File: src/rtl/ap_ctrl_sequencer.sv
// ap_ctrl_hs start/done sequencer for one non-dataflow HLS top.
// Optional per-transaction watchdog: define SEQ_WDOG_EN.
module ap_ctrl_sequencer #(
  parameter int CNT_W    = 16,
  parameter int WDOG_CYC = 1048575
) (
  input  logic             clock,
  input  logic             reset,
  input  logic             go,
  input  logic [CNT_W-1:0] cfg_num_trans,
  input  logic [CNT_W-1:0] cfg_gap,
  output logic             ap_start,
  output logic             ap_continue,
  input  logic             ap_ready,
  input  logic             ap_done,
  output logic             busy,
  output logic             finish,
  output logic [CNT_W-1:0] issued_cnt,
  output logic [CNT_W-1:0] done_cnt,
  output logic [CNT_W-1:0] last_lat,
  output logic             err
);

`ifdef SEQ_WDOG_EN
  typedef enum logic [2:0] {
    S_IDLE, S_START, S_WAIT, S_GAP, S_DONE, S_ERR
  } state_e;
`else
  typedef enum logic [2:0] {
    S_IDLE, S_START, S_WAIT, S_GAP, S_DONE
  } state_e;
`endif

  localparam logic [CNT_W-1:0] One = CNT_W'(1);

  state_e state_q, state_d, nxt_cmpl;

  logic [CNT_W-1:0] num_q, num_d, gap_q, gap_d;
  logic [CNT_W-1:0] gcnt_q, gcnt_d, lat_q, lat_d;
  logic [CNT_W-1:0] iss_q, iss_d, dn_q, dn_d;
  logic [CNT_W-1:0] last_q, last_d;
  logic             start_q, start_d, busy_q, busy_d;
  logic             fin_q, fin_d;
  logic             accept, fire, cmpl, new_txn;

  assign accept  = (state_q == S_IDLE) && go;
  assign fire    = (state_q == S_START) && ap_ready;
  assign cmpl    = (fire && ap_done) ||
                   ((state_q == S_WAIT) && ap_done);
  // a fresh transaction begins whenever START is entered anew
  assign new_txn = (state_d == S_START) &&
                   !((state_q == S_START) && !ap_ready);

`ifdef SEQ_WDOG_EN
  localparam int WdW = $clog2(WDOG_CYC + 1);
  localparam logic [WdW-1:0] WdLim = WdW'(WDOG_CYC);
  logic [WdW-1:0] wd_q, wd_d;
  logic           err_q, err_d, wd_hit;
  assign wd_hit = (wd_q >= WdLim);
`endif

  always_ff @(posedge clock) begin
    if (reset) state_q <= S_IDLE;
    else       state_q <= state_d;
  end

  always_comb begin
    nxt_cmpl = S_GAP;
    if (dn_q + One == num_q)  nxt_cmpl = S_DONE;
    else if (gap_q == '0)     nxt_cmpl = S_START;
    state_d = state_q;
    unique case (state_q)
      S_IDLE:
        if (go) state_d = (cfg_num_trans == '0) ? S_DONE : S_START;
      S_START:
        if (ap_ready) state_d = ap_done ? nxt_cmpl : S_WAIT;
`ifdef SEQ_WDOG_EN
        else if (wd_hit) state_d = S_ERR;
`endif
      S_WAIT:
        if (ap_done) state_d = nxt_cmpl;
`ifdef SEQ_WDOG_EN
        else if (wd_hit) state_d = S_ERR;
`endif
      S_GAP:
        if (gcnt_q <= One) state_d = S_START;
      S_DONE:
        if (!go) state_d = S_IDLE;
`ifdef SEQ_WDOG_EN
      S_ERR:
        state_d = S_ERR;
`endif
      default:
        state_d = S_IDLE;
    endcase
  end

  always_comb begin
    start_d = (state_d == S_START);
    busy_d  = state_d inside {S_START, S_WAIT, S_GAP};
    fin_d   = accept ? 1'b0 : fin_q;
    if (state_d == S_DONE) fin_d = 1'b1;
`ifdef SEQ_WDOG_EN
    if (state_d == S_ERR) fin_d = 1'b1;
    err_d = err_q | (state_d == S_ERR);
`endif
  end

  always_comb begin
    num_d  = num_q;
    gap_d  = gap_q;
    gcnt_d = gcnt_q;
    iss_d  = iss_q;
    dn_d   = dn_q;
    last_d = last_q;
    lat_d  = lat_q;
    if (accept) begin
      num_d  = cfg_num_trans;
      gap_d  = cfg_gap;
      iss_d  = '0;
      dn_d   = '0;
      last_d = '0;
    end
    if (fire) iss_d = iss_q + One;
    if (cmpl) begin
      dn_d   = dn_q + One;
      last_d = lat_q;
      gcnt_d = gap_q;
    end
    if (state_q == S_GAP) gcnt_d = gcnt_q - One;
    if (new_txn)
      lat_d = One;
    else if (state_q inside {S_START, S_WAIT})
      lat_d = (&lat_q) ? lat_q : lat_q + One;
  end

`ifdef SEQ_WDOG_EN
  always_comb begin
    wd_d = wd_q;
    if (new_txn) wd_d = WdW'(1);
    else if (state_q inside {S_START, S_WAIT}) wd_d = wd_q + WdW'(1);
  end

  always_ff @(posedge clock) begin
    if (reset) begin
      wd_q  <= '0;
      err_q <= 1'b0;
    end else begin
      wd_q  <= wd_d;
      err_q <= err_d;
    end
  end

  assign err = err_q;
`else
  logic unused_wdog;
  assign unused_wdog = (WDOG_CYC == 0);
  assign err = 1'b0;
`endif

  always_ff @(posedge clock) begin
    if (reset) begin
      num_q   <= '0;
      gap_q   <= '0;
      gcnt_q  <= '0;
      iss_q   <= '0;
      dn_q    <= '0;
      last_q  <= '0;
      lat_q   <= '0;
      start_q <= 1'b0;
      busy_q  <= 1'b0;
      fin_q   <= 1'b0;
    end else begin
      num_q   <= num_d;
      gap_q   <= gap_d;
      gcnt_q  <= gcnt_d;
      iss_q   <= iss_d;
      dn_q    <= dn_d;
      last_q  <= last_d;
      lat_q   <= lat_d;
      start_q <= start_d;
      busy_q  <= busy_d;
      fin_q   <= fin_d;
    end
  end

  assign ap_start    = start_q;
  assign ap_continue = 1'b1;
  assign busy        = busy_q;
  assign finish      = fin_q;
  assign issued_cnt  = iss_q;
  assign done_cnt    = dn_q;
  assign last_lat    = last_q;

endmodule
File: config.mk
export PLATFORM = sky130hd
export DESIGN_NAME = ap_ctrl_sequencer
export DESIGN_NICKNAME = d
export VERILOG_FILES = /design/src/rtl/ap_ctrl_sequencer.sv
export SDC_FILE = /design/constraint.sdc
export NUM_CORES = 1
export LEC_CHECK = 0
export ABC_CLOCK_PERIOD_IN_PS = 3050
export BUFFER_PORTS_ARGS = -buffer_cell sky130_fd_sc_hd__buf_2
export CORE_MARGIN = 3
export CORE_UTILIZATION = 45
export DETAILED_ROUTE_END_ITERATION = 8
export HOLD_SLACK_MARGIN = 0.02
export PLACE_DENSITY = 0.66
export SYNTH_ARGS = -nofsm -noshare
export SYNTH_HDL_FRONTEND = slang
export SYNTH_SLANG_ARGS = --single-unit
export TNS_END_PERCENT = 1
File: constraint.sdc
create_clock -name clock -period 3.05 [get_ports clock]
set_input_delay 0.61 -clock clock [delete_from_list [all_inputs] [get_ports clock]]
set_output_delay 0.61 -clock clock [all_outputs]
set_load 0.01 [all_outputs]
==> impl_metrics.yaml <==
sta:
  setup_violations: 0
  fmax_mhz: 348
  fin_crit_ns: 2.87
  fin_setup_tns_ns: 0
  slew_violations: 0
  period_share_pct: 94.2
  timing.clock.skew_ns: 0.00497
  rsz0062_at_grt: "false"
  tightest_slew_ns: 0.644
  relSlewSlack_pct: 56.9
  final-hold-violation-count: 0
worst_setup_path:
  required_ns: 3.36
  reg2reg_depth: 8
  crit_type: "register to register"
  arrival_ns: 3.18
  r2r_start: "done_cnt[1]"
  reg2reg_slack_ns: 0.18
  setup.worst_path.end_class: "register"
  critPathLaunchType: "register"
  worstPathMaxFanout: 7
  worstReg2RegEnd: "busy"
synth:
  yosys_warnings: 0
  ys_seq_area_share_pct: 40.5
  synth_edf_count: 0
  synth_compound_area_share_pct: 18.0
  synth_fp_nets: 782
  ys_ff_latch: 118
  syn_inst: 740
  netlist_area_sq_um: 5830
  syn_avg_cell_area_sq_um: 7.88
  yosys.area_share.simple_pct: 29.0
  async_reset_ff_share_pct: 0
  synth_top_family_by_area: "simple AND/OR/NAND/NOR gates"
  yosysUniqueCellTypes: 67
  synth.mux.area_fraction_pct: 0.880
  synth_fa_ha_area_share_pct: 1.07
  synth_ff_type: "dfxtp_1"
  synth-xor-area-share_pct: 5.84
route:
  avgViaCountPerCell: 5.58
  antenna_left: 0
  wire_per_inst_microns: 15.4
  dr_total_vias: 5553
  first_pass_iters: 5
  drc: 0
  wirelength_microns: 15400
  dr.first_iter.drc_count: 446
worst_hold_path:
  hold_path_end: "gap_q[2]"
  min_from: "cfg_gap[2]"
  hp-class: "input pin to register"
  min_path_cells: 3
clocking:
  cts_resized: 0
  clkTransAtPathRegs_ns: 0.05
  postCtsSetupBuffers: 0
  holdBufCountCts: 0
  numCtsBuffers: 17
  h-tree-depth: 4
  clockBufferDepth: 2
  clock_latency_ns: 0.42
  cts_sinks: 118
  cts_tree: "built"
  cts_root_buffer: "clkbuf_16"
power:
  power_leakage_nw: 2.66
  pwr-share-clk_pct: 46.8
  pwr-share-comb_pct: 13.7
  power_density_nw_per_um2: 606
  ir_worst_vdd_mv: 0.325
  switchingPower_mw: 1.12
  p_seq_share_pct: 39.5
  netSwitchingFraction_pct: 26.4
  internal_power_mw: 3.12
global_route:
  grt_usage_pct: 22.0
  grt.overflow.total: 0
  antenna_found_initial: 0
  grt_pass1_wl_microns: 25600
  grt_pass1_vias: 5096
  grt_max_degree: 66
floorplan:
  pin_count: 90
  core_region_area_sq_um: 12300
  die_y_microns: 120
  fp-row-count: 40
  die_w_microns: 120
  start_util_pct: 47.3
  dieArea_sq_um: 14400
finish:
  layout_common_cells: "dfxtp_1, nand2_1, a21oi_1, buf_2, nor2_1"
  syn_to_final_growth_pct: 20.1
  stdcell_area_sq_um: 7000
  fin_nets: 857
  final_common_cell: "dfxtp_1"
  drive_gt1_share_pct: 18.6
  diodes: 0
job:
  max_cap_viol_count: 0
place:
  dp_hpwl_microns: 11100
  portBuffers: 87
  placed_cell_area_sq_um: 6410
  place.gp.congestion: 0.883
outcome:
  status: "complete, no violations"
==> critical path, stage by stage (launching register included) <==
cell	delay [ns]
dfxtp_1	0.44
ha_1	0.33
and3_1	0.34
xnor2_1	0.19
nand4_1	0.11
or4_1	0.54
nor4_2	0.36
nand3_1	0.19
a31o_2	0.27
==> power by group through the flow <==
stage	clock network [mW]	logic (mW)	registers [mW]
after floorplan	0	0.419	1.69
after global placement	0	0.566	1.70
after detailed placement	0	0.577	1.71
after CTS	2.03	0.581	1.67
after global routing	2.10	0.647	1.68
final	1.99	0.580	1.68
==> Yosys cell counts (7+ instances only) <==
master	count	area share, %
nor4_1	14	1.5
nor2_1	58	3.7
xor2_1	14	2.1
and3_1	8	0.86
a21oi_1	94	8.1
nand2_1	116	7.5
nor3_1	30	2.6
xnor2_1	23	3.5
dfxtp_1	118	41
nand3_1	46	4.0
inv_1	8	0.52
clkbuf_1	35	2.3
o21ai_0	21	1.8
a211oi_1	7	0.90
o211ai_1	8	1.0
nand4_1	15	1.6
==> final cells by class <==
type                            count  area (sq um)
Clock buffer                       23           458
Clock inverter                      9           126
Fill cell                        1199          5320
Inverter                            8          30.0
Multi-Input combinational cell    563          3210
Sequential cell                   118          2360
Tap cell                          168           210
Timing Repair Buffer              107           601
==> routing by layer <==
metal | GRT usage (%) | routed length, microns | vias up
li1 | - | - | 2794
met1 | 29.7 | 7130 | 2597
met2 | 34.5 | 7200 | 142
met3 | 5.09 | 785 | 20
met4 | 7.80 | 262 | 0
met5 | 0 | 0 | -
==> state kept, by name, summed over array words and instances (netlist names) <==
name        cells
issued_cnt     16
gap_q          16
done_cnt       16
num_q          16
last_lat       16
lat_q          16
ap_start        1
gcnt_q         16
busy            1
finish          1
state_q         3
==> metrics by stage <==
step | setup WS, ns | std cells | util (%) | hold slack, ns | power (mW)
3_3_place_gp | 0.264 | 964 | 52.0 | 0.454 | 2.27
2_1_floorplan | 0.423 | 740 | - | 0.440 | 2.11
3_5_place_dp | 0.230 | 964 | 52.0 | 0.461 | 2.28
5_1_grt | 0.00972 | 996 | 56.8 | 0.423 | 4.43
6_report | 0.178 | 996 | 56.8 | 0.426 | 4.24
4_1_cts | 0.209 | 996 | 56.8 | 0.407 | 4.28
==> cells by family after synthesis <==
family / count (synthesis)
xor gates and xnor gates: 38
buffers and inverters: 59
DFF: 118
and+or+nand+nor: 338
muxes: 5
AOI/OAI and AO/OA: 175
other: 2
adders and majority gates: 5
==> how the worst max path moves through the flow <==
stage	start	slack [ns]	endpoint
6_report	done_cnt[1]	0.18	busy
5_1_grt	done_cnt[1]	0.01	busy
3_3_place_gp	done_cnt[1]	0.26	lat_q[0]
4_1_cts	done_cnt[1]	0.21	busy
3_5_place_dp	done_cnt[1]	0.23	busy
2_1_floorplan	done_cnt[1]	0.42	busy
Note: power is estimated with default switching activity, not from simulation.
